## src/rtl/piano_voice_mixer.sv

```systemverilog
// piano_voice_mixer: eight-voice linear attack/release envelope mixer that
// sums the gated voices once per 255-cycle PWM frame and drives a single
// registered PWM speaker pin.
module piano_voice_mixer #(
    parameter int ENV_DIV = 1024
) (
    input  logic       clk,
    input  logic       rst_n,
    input  logic [7:0] voice,
    input  logic [7:0] key_en,
    output logic       pwm_out,
    output logic       sample_strobe,
    output logic [3:0] active_count
);

    // Prescaler width covers 0..ENV_DIV-1 (ENV_DIV legal 2..65536).
    localparam int            PW        = (ENV_DIV > 1) ? $clog2(ENV_DIV) : 1;
    localparam logic [PW-1:0] PRE_LAST  = PW'(ENV_DIV - 1);
    localparam logic [7:0]    PCNT_LAST = 8'd254;
    localparam logic [3:0]    LVL_MAX   = 4'd15;

    logic [PW-1:0] pre_q, pre_d;
    logic [7:0]    pcnt_q, pcnt_d;
    logic [3:0]    lvl_q [8];
    logic [3:0]    lvl_d [8];
    logic [7:0]    duty_q, duty_d;
    logic          pwm_q, pwm_d;
    logic          strobe_q, strobe_d;
    logic [3:0]    act_q, act_d;

    logic          env_tick;
    logic          frame_end;
    logic [6:0]    mix_sum;

    assign env_tick  = (pre_q == PRE_LAST);
    assign frame_end = (pcnt_q == PCNT_LAST);

    // Next-state logic: counters, envelopes, frame mix, compare and popcount.
    always_comb begin
        // NOTE: every variable gets a default before any conditional
        // assignment so no path leaves it unassigned (no latch inferred).
        pre_d    = env_tick ? '0 : pre_q + PW'(1);
        pcnt_d   = frame_end ? 8'd0 : pcnt_q + 8'd1;
        mix_sum  = 7'd0;
        act_d    = 4'd0;
        for (int i = 0; i < 8; i++) begin
            lvl_d[i] = lvl_q[i];
            if (env_tick) begin
                if (key_en[i] && (lvl_q[i] != LVL_MAX)) begin
                    lvl_d[i] = lvl_q[i] + 4'd1;
                end else if (!key_en[i] && (lvl_q[i] != 4'd0)) begin
                    lvl_d[i] = lvl_q[i] - 4'd1;
                end
            end
            // Mix uses the pre-tick level, so a coincident tick lands next frame.
            mix_sum = mix_sum + (voice[i] ? {3'b000, lvl_q[i]} : 7'd0);
            act_d   = act_d + ((lvl_q[i] != 4'd0) ? 4'd1 : 4'd0);
        end
        // Max mix is 120, doubled to 240: always below the 255-cycle frame.
        duty_d   = frame_end ? {mix_sum, 1'b0} : duty_q;
        pwm_d    = (pcnt_q < duty_q);
        // Registered strobe is high exactly while pcnt_q sits at 254.
        strobe_d = (pcnt_d == PCNT_LAST);
    end

    // State registers with synchronous active-low reset.
    always_ff @(posedge clk) begin
        // NOTE: sequential state uses non-blocking assignments only, so every
        // register samples the pre-edge value of every other register.
        if (!rst_n) begin
            pre_q    <= '0;
            pcnt_q   <= 8'd0;
            duty_q   <= 8'd0;
            pwm_q    <= 1'b0;
            strobe_q <= 1'b0;
            act_q    <= 4'd0;
            // NOTE: the level array is small and must read as silent straight
            // out of reset, so it is reset like any other register.
            for (int i = 0; i < 8; i++) begin
                lvl_q[i] <= 4'd0;
            end
        end else begin
            pre_q    <= pre_d;
            pcnt_q   <= pcnt_d;
            duty_q   <= duty_d;
            pwm_q    <= pwm_d;
            strobe_q <= strobe_d;
            act_q    <= act_d;
            for (int i = 0; i < 8; i++) begin
                lvl_q[i] <= lvl_d[i];
            end
        end
    end

    assign pwm_out       = pwm_q;
    assign sample_strobe = strobe_q;
    assign active_count  = act_q;

endmodule

```

## config.mk

```make
export PLATFORM = sky130hd
export DESIGN_NAME = piano_voice_mixer
export DESIGN_NICKNAME = d
export VERILOG_FILES = /design/src/rtl/piano_voice_mixer.sv
export SDC_FILE = /design/constraint.sdc
export NUM_CORES = 1
export LEC_CHECK = 0
export CORE_MARGIN = 1.5
export CORE_UTILIZATION = 57
export CTS_BUF_LIST = sky130_fd_sc_hd__clkbuf_4 sky130_fd_sc_hd__clkbuf_8
export CTS_CLUSTER_DIAMETER = 60
export DETAILED_ROUTE_END_ITERATION = 6
export GPL_ROUTABILITY_DRIVEN = 0
export GPL_TIMING_DRIVEN = 1
export PLACE_DENSITY = 0.85
export SYNTH_ARGS = -nofsm -noshare
export SYNTH_HDL_FRONTEND = slang
export SYNTH_SLANG_ARGS = --single-unit
```

## constraint.sdc

```tcl
create_clock -name clk -period 5.3 [get_ports clk]
set_input_delay 1.59 -clock clk [delete_from_list [all_inputs] [get_ports clk]]
set_output_delay 1.59 -clock clk [all_outputs]
set_load 0.05 [all_outputs]
```

# Word level (Yosys, flattened, before mapping)
# Memories as Yosys holds them, arrays and structs flattened.
# Index checks and enable logic that the tools add are counted.
# word_totals
ff_bits	31
output_inout_bits	6
mem_count	1
word_cells	144
input_bits	18
ramBits	32
# op_classes
n_addsub	32
order_cmp	1
n_mux	51
reduce_logical	33
n_eq_ne	11
n_bitwise	9
# memory_table
name	depth	word_bits	rd	rd_clocked_by_memory_dff	write_ports	line_no	rtl
lvl_q	8	4	8	0	8	24	logic [3:0] lvl_q [8];
# ops
op	count
two-way mux 4 bit	40
adder 4 x 1 -> 4 bit, second input constant	8
inequality test 4 bit, second input constant	8
nonzero test 4 bit	8
subtractor 4 x 1 -> 4 bit, second input constant	8
adder 7 x 4 -> 7 bit	4
adder 4 x 1 -> 4 bit	4
equality test 8 bit, second input constant	2
logical AND 1 bit	16
adder 10 x 1 -> 10 bit, second input constant	1
equality test 10 bit, second input constant	1
two-way mux 1 bit	10
adder 8 x 1 -> 8 bit, second input constant	1
logical NOT 1 bit	8
< comparator 8 bit	1
two-way mux 8 bit	1
OR 1 bit	8
adder 6 x 4 -> 7 bit	1
adder 5 x 4 -> 6 bit	1
adder 4 x 4 -> 5 bit	1
adder 3 x 1 -> 4 bit	1
adder 2 x 1 -> 3 bit	1
adder 1 x 1 -> 2 bit	1
OR reduction 2 bit	1
NOT 1 bit	1

# Longest topological paths before layout
# Gate-level depths: netlist (run 1).
# An unclocked memory read counts as a cell.
# depth
depth_word	10
ltp_mapped	16

# Worst setup path after synthesis (run 1)
# No wires, ideal clock.
# synth_timing
path_kind	input to register
startpoint	input voice[0]
endpoint	register duty_q[6]
setup_time_ns	0.115
t_required_ns	5.185
t_arrival_ns	4.898
path_stages	13
slack_ns	0.287
cell_sequence	and2_1 fa_1 fa_1 fa_1 inv_1 fa_1 inv_1 ha_1 a21o_1 a21oi_1 xor2_1 o21ai_0 and2_1
# synth_between
elab_chain_cells	8
# synth_lines
item	line_no	rtl
from (decl)	9	input logic [7:0] voice,
two-way mux 4 bit	56	mix_sum = mix_sum + (voice[i] ? {3'b000, lvl_q[i]} : 7'd0);
adder 4 x 4 -> 5 bit	56	
adder 5 x 4 -> 6 bit	56	
adder 6 x 4 -> 7 bit	56	
adder 7 x 4 -> 7 bit (4 in series)	56	
to (signal assigned)	85	duty_q <= duty_d;
to (decl)	26	logic [7:0] duty_q, duty_d;
# No other way between the ends.
# A chain may end at the register's enable or synchronous reset.

# Worst setup path after layout (run 1)
# layout_timing
startpoint	input voice[5]
endpoint	register duty_q[6]
# layout_between
elab_chain_cells	4
# layout_lines
item	line_no
two-way mux 4 bit	56
adder 7 x 4 -> 7 bit (3 in series)	56
# No other way between the ends.

==> impl_metrics.py, run 1 <==
metrics = {
    "placement": {
        "dp_hpwl_mm": 6.429,
        "io_buffers": 23,
        "postPlaceCellArea_um2": 4912,
    },
    "setup_path": {
        "worstPathRequired_ns": 5.54,
        "cp_max_fo": 3,
        "path_class": "primary input to register",
        "startpoint_type": "primary input",
        "worstReg2RegEnd": "duty_q[6]",
        "worstSetupEndpointType": "register",
        "cp.arrival_ns": 5.35,
        "reg2reg_depth": 13,
        "r2r_slack_ns": 1.45,
        "r2r_start": "lvl_q[0][7]",
    },
    "sta": {
        "period_share_pct": 96.38,
        "finalClockSkew_ns": 0.007704,
        "report.final.slew_viol_count": 0,
        "tightest_slew_ns": 0.7533,
        "slew_headroom_pct": 49.40,
        "setup_viol": 0,
        "hold_viol": 0,
        "rsz0062_at_grt": "no",
        "hold_slack_ns": 0.4639,
        "setup_tns_ns": 0,
        "fmax_mhz": 195.8,
        "period_needed_ns": 5.108,
    },
    "finish": {
        "num_antenna_cells": 0,
        "seq_area_um2": 1261,
        "final_cell_mix": "dfxtp_1, nand2_1, inv_1",
        "postLayoutCellArea_um2": 5179,
        "multi_input_area_um2": 3122,
        "utilization_pct": 67.02,
        "fillCellCount": 621,
        "drive_above_1_share_pct": 8.611,
        "syn_to_final_growth_pct": 13.99,
        "nets": 595,
        "final_common_cell": "dfxtp_1",
    },
    "yosys": {
        "ys_types": 33,
        "synth-edff-count": 0,
        "ys_seq_area_share_pct": 27.76,
        "async_reset_ff_share_pct": 0,
        "synth_top_area_share_pct": 27.76,
        "yosys_warnings": 0,
        "syn_inst": 473,
        "avgSynthCellArea_um2": 9.605,
        "ys_ff_latch": 63,
        "synthTopCellsByArea": "dfxtp_1, fa_1, ha_1",
        "syn_area_um2": 4543,
        "yosys.area.top_type": "dfxtp_1",
        "synth_top_flop_cell": "dfxtp_1",
        "syn-num-nets": 562,
    },
    "run_status": {
        "status": "finished, final reports clean",
    },
    "route": {
        "vias": 3322,
        "remaining_drc_errors": 0,
        "wirelength_mm": 8.834,
        "viasPerCell": 5.419,
        "drt_iter0_drc": 96,
        "firstDrtPassIters": 4,
        "post_drt_wl_per_cell_um": 14.41,
        "postRouteAntennaNets": 0,
    },
    "global_routing": {
        "grt_util_all_layers_pct": 23.43,
        "grt_max_degree": 58,
        "grt_pass1_vias": 3440,
        "grt_pass1_wl_mm": 15.67,
        "top_usage_layer": "met2",
        "overflow": 0,
        "antenna_found_initial": 0,
        "met1_usage_pct": 27.97,
        "grt_util_met2_pct": 41.05,
        "grt_util_met3_pct": 5.390,
    },
    "cts": {
        "numClockSinks": 63,
        "cts_hold_buf": 0,
        "cts_tree": "built",
        "clock_latency_ns": 0.34,
        "cts_root_buf": "clkbuf_8",
        "cts.clk_slew.worst_paths_ns": 0.07,
        "clockBufferDepth": 2,
        "cts_max_level": 3,
        "cts_made_buffers": 9,
    },
    "floorplanning": {
        "die_w_um": 92.28,
        "num_rows": 32,
        "fp.dieH_um": 92.28,
        "initial_core_util_pct": 58.79,
        "io_pins": 24,
        "core-area_um2": 7727,
        "die_area_um2": 8515,
    },
    "power": {
        "total_leakage_power_uw": 0.002457,
        "power.density_nw_per_um2": 197.3,
        "vdd_drop_max_v": 0.0001791,
    },
    "job": {
        "drv_cap": 0,
    },
    "hold_path": {
        "hold_depth": 1,
        "holdCritStartpoint": "pre_q[0]",
        "hold_class": "register to register",
        "hold-path-endpoint": "pre_q[0]",
    },
}
==> cell type report <==
| class | instances | area share [%] |
|---|---|---|
| clock inverter | 5 | 1.570 |
| tap | 102 | 2.464 |
| clock buffer | 11 | 2.803 |
| sequential | 63 | 24.35 |
| multi-input combinational | 361 | 60.28 |
| inverter | 42 | 3.044 |
| timing repair buffer | 29 | 5.484 |
==> kinds of logic (layout without fill, tap and decap cells) <==
group                    after synthesis  after routing  share of synthesized area, %
buffers and inverters                 49             87                         4.048
AO/OA/AOI/OAI                         54             54                         10.66
adder cells (fa/ha/maj)               71             71                         25.34
XOR/XNOR                              40             40                         7.711
AND/OR/NAND/NOR                      180            180                         20.96
multiplexers                          16             16                         3.525
flip-flops                            63             63                         27.76
==> metal layers <==
layer / share of wire, % / wire [um]
met1: 43 / 3798
met5: 0 / 0
met4: 2.2 / 196
met3: 3.7 / 331
met2: 51 / 4508
==> cell usage after synthesis (2+ instances only) <==
library cell,n
a21boi_0,4
nand3_1,6
inv_1,42
a21boi_4,8
o211a_1,10
nand4_1,10
nand2_1,60
and4_1,2
nor2b_1,10
dfxtp_1,63
a21o_1,12
ha_1,36
o21ai_0,5
and2_1,38
a21oi_1,12
xor2_1,14
xnor2_1,26
or4_1,8
fa_1,35
mux2i_1,16
nand2b_1,19
nor2_1,21
clkbuf_1,6
==> worst max-delay path: stages <==
cell and delay, ns:
clkdlybuf4s50_1 0.43, and2_1 0.19, fa_1 0.50, fa_1 0.45
fa_1 0.56, inv_1 0.06, fa_1 0.54, inv_1 0.06
ha_1 0.29, a21o_1 0.17, a21oi_2 0.14, xor2_1 0.14
o21ai_0 0.08, and2_1 0.16
==> where the power goes <==
part / total, uW / switching, uW / internal [uW]
Combinational: 62.9 / 33.6 / 29.3
Sequential: 482 / 4.89 / 477
Clock: 477 / 194 / 283
Total: 1020 / 232 / 790
==> through the flow <==
step | setup slack [ns] | total power [uW] | std cells
floorplan | 0.2874 | 530.4 | 473
global placement | -0.2381 | 553.0 | 596
detailed placement | -0.3571 | 556.2 | 596
CTS | 0.006219 | 1031 | 612
global route | 0.05834 | 1060 | 613
finish | 0.1919 | 1022 | 613
==> worst max path at each step <==
stage | start | end | cells past startpoint
after detailed placement | voice[0] | duty_q[5] | 15
final | voice[5] | duty_q[6] | 14
after global routing | voice[5] | duty_q[7] | 15
after CTS | voice[3] | duty_q[6] | 14
after global placement | voice[0] | duty_q[6] | 14
after floorplan | voice[0] | duty_q[6] | 13
==> flip-flops by register name, indices dropped and copies added (netlist names) <==
register,count
pcnt_q,8
duty_q,7
pwm_out,1
lvl_q,32
active_count,4
pre_q,10
sample_strobe,1
==> timing repair <==
item | in CTS | in global routing
pin swaps | 1 | 10
buffers inserted | 0 | 1
gates cloned | 0 | 0
gates resized for setup | 2 | 17
endpoints found under the setup margin | 2 | 4
No activity file was read; power rests on OpenSTA's default activity.
==> run 2: changes to the inputs <==
--- a/config.mk
+++ b/config.mk
@@ -12,6 +12,7 @@
 export DETAILED_ROUTE_END_ITERATION = 6
 export GPL_ROUTABILITY_DRIVEN = 0
 export GPL_TIMING_DRIVEN = 1
+export HOLD_SLACK_MARGIN = 0.05
 export PLACE_DENSITY = 0.85
 export SYNTH_ARGS = -nofsm -noshare
 export SYNTH_HDL_FRONTEND = slang
==> results of run 2 <==
Same layout as run 1: the final DEF is identical, and so are final timing and power.
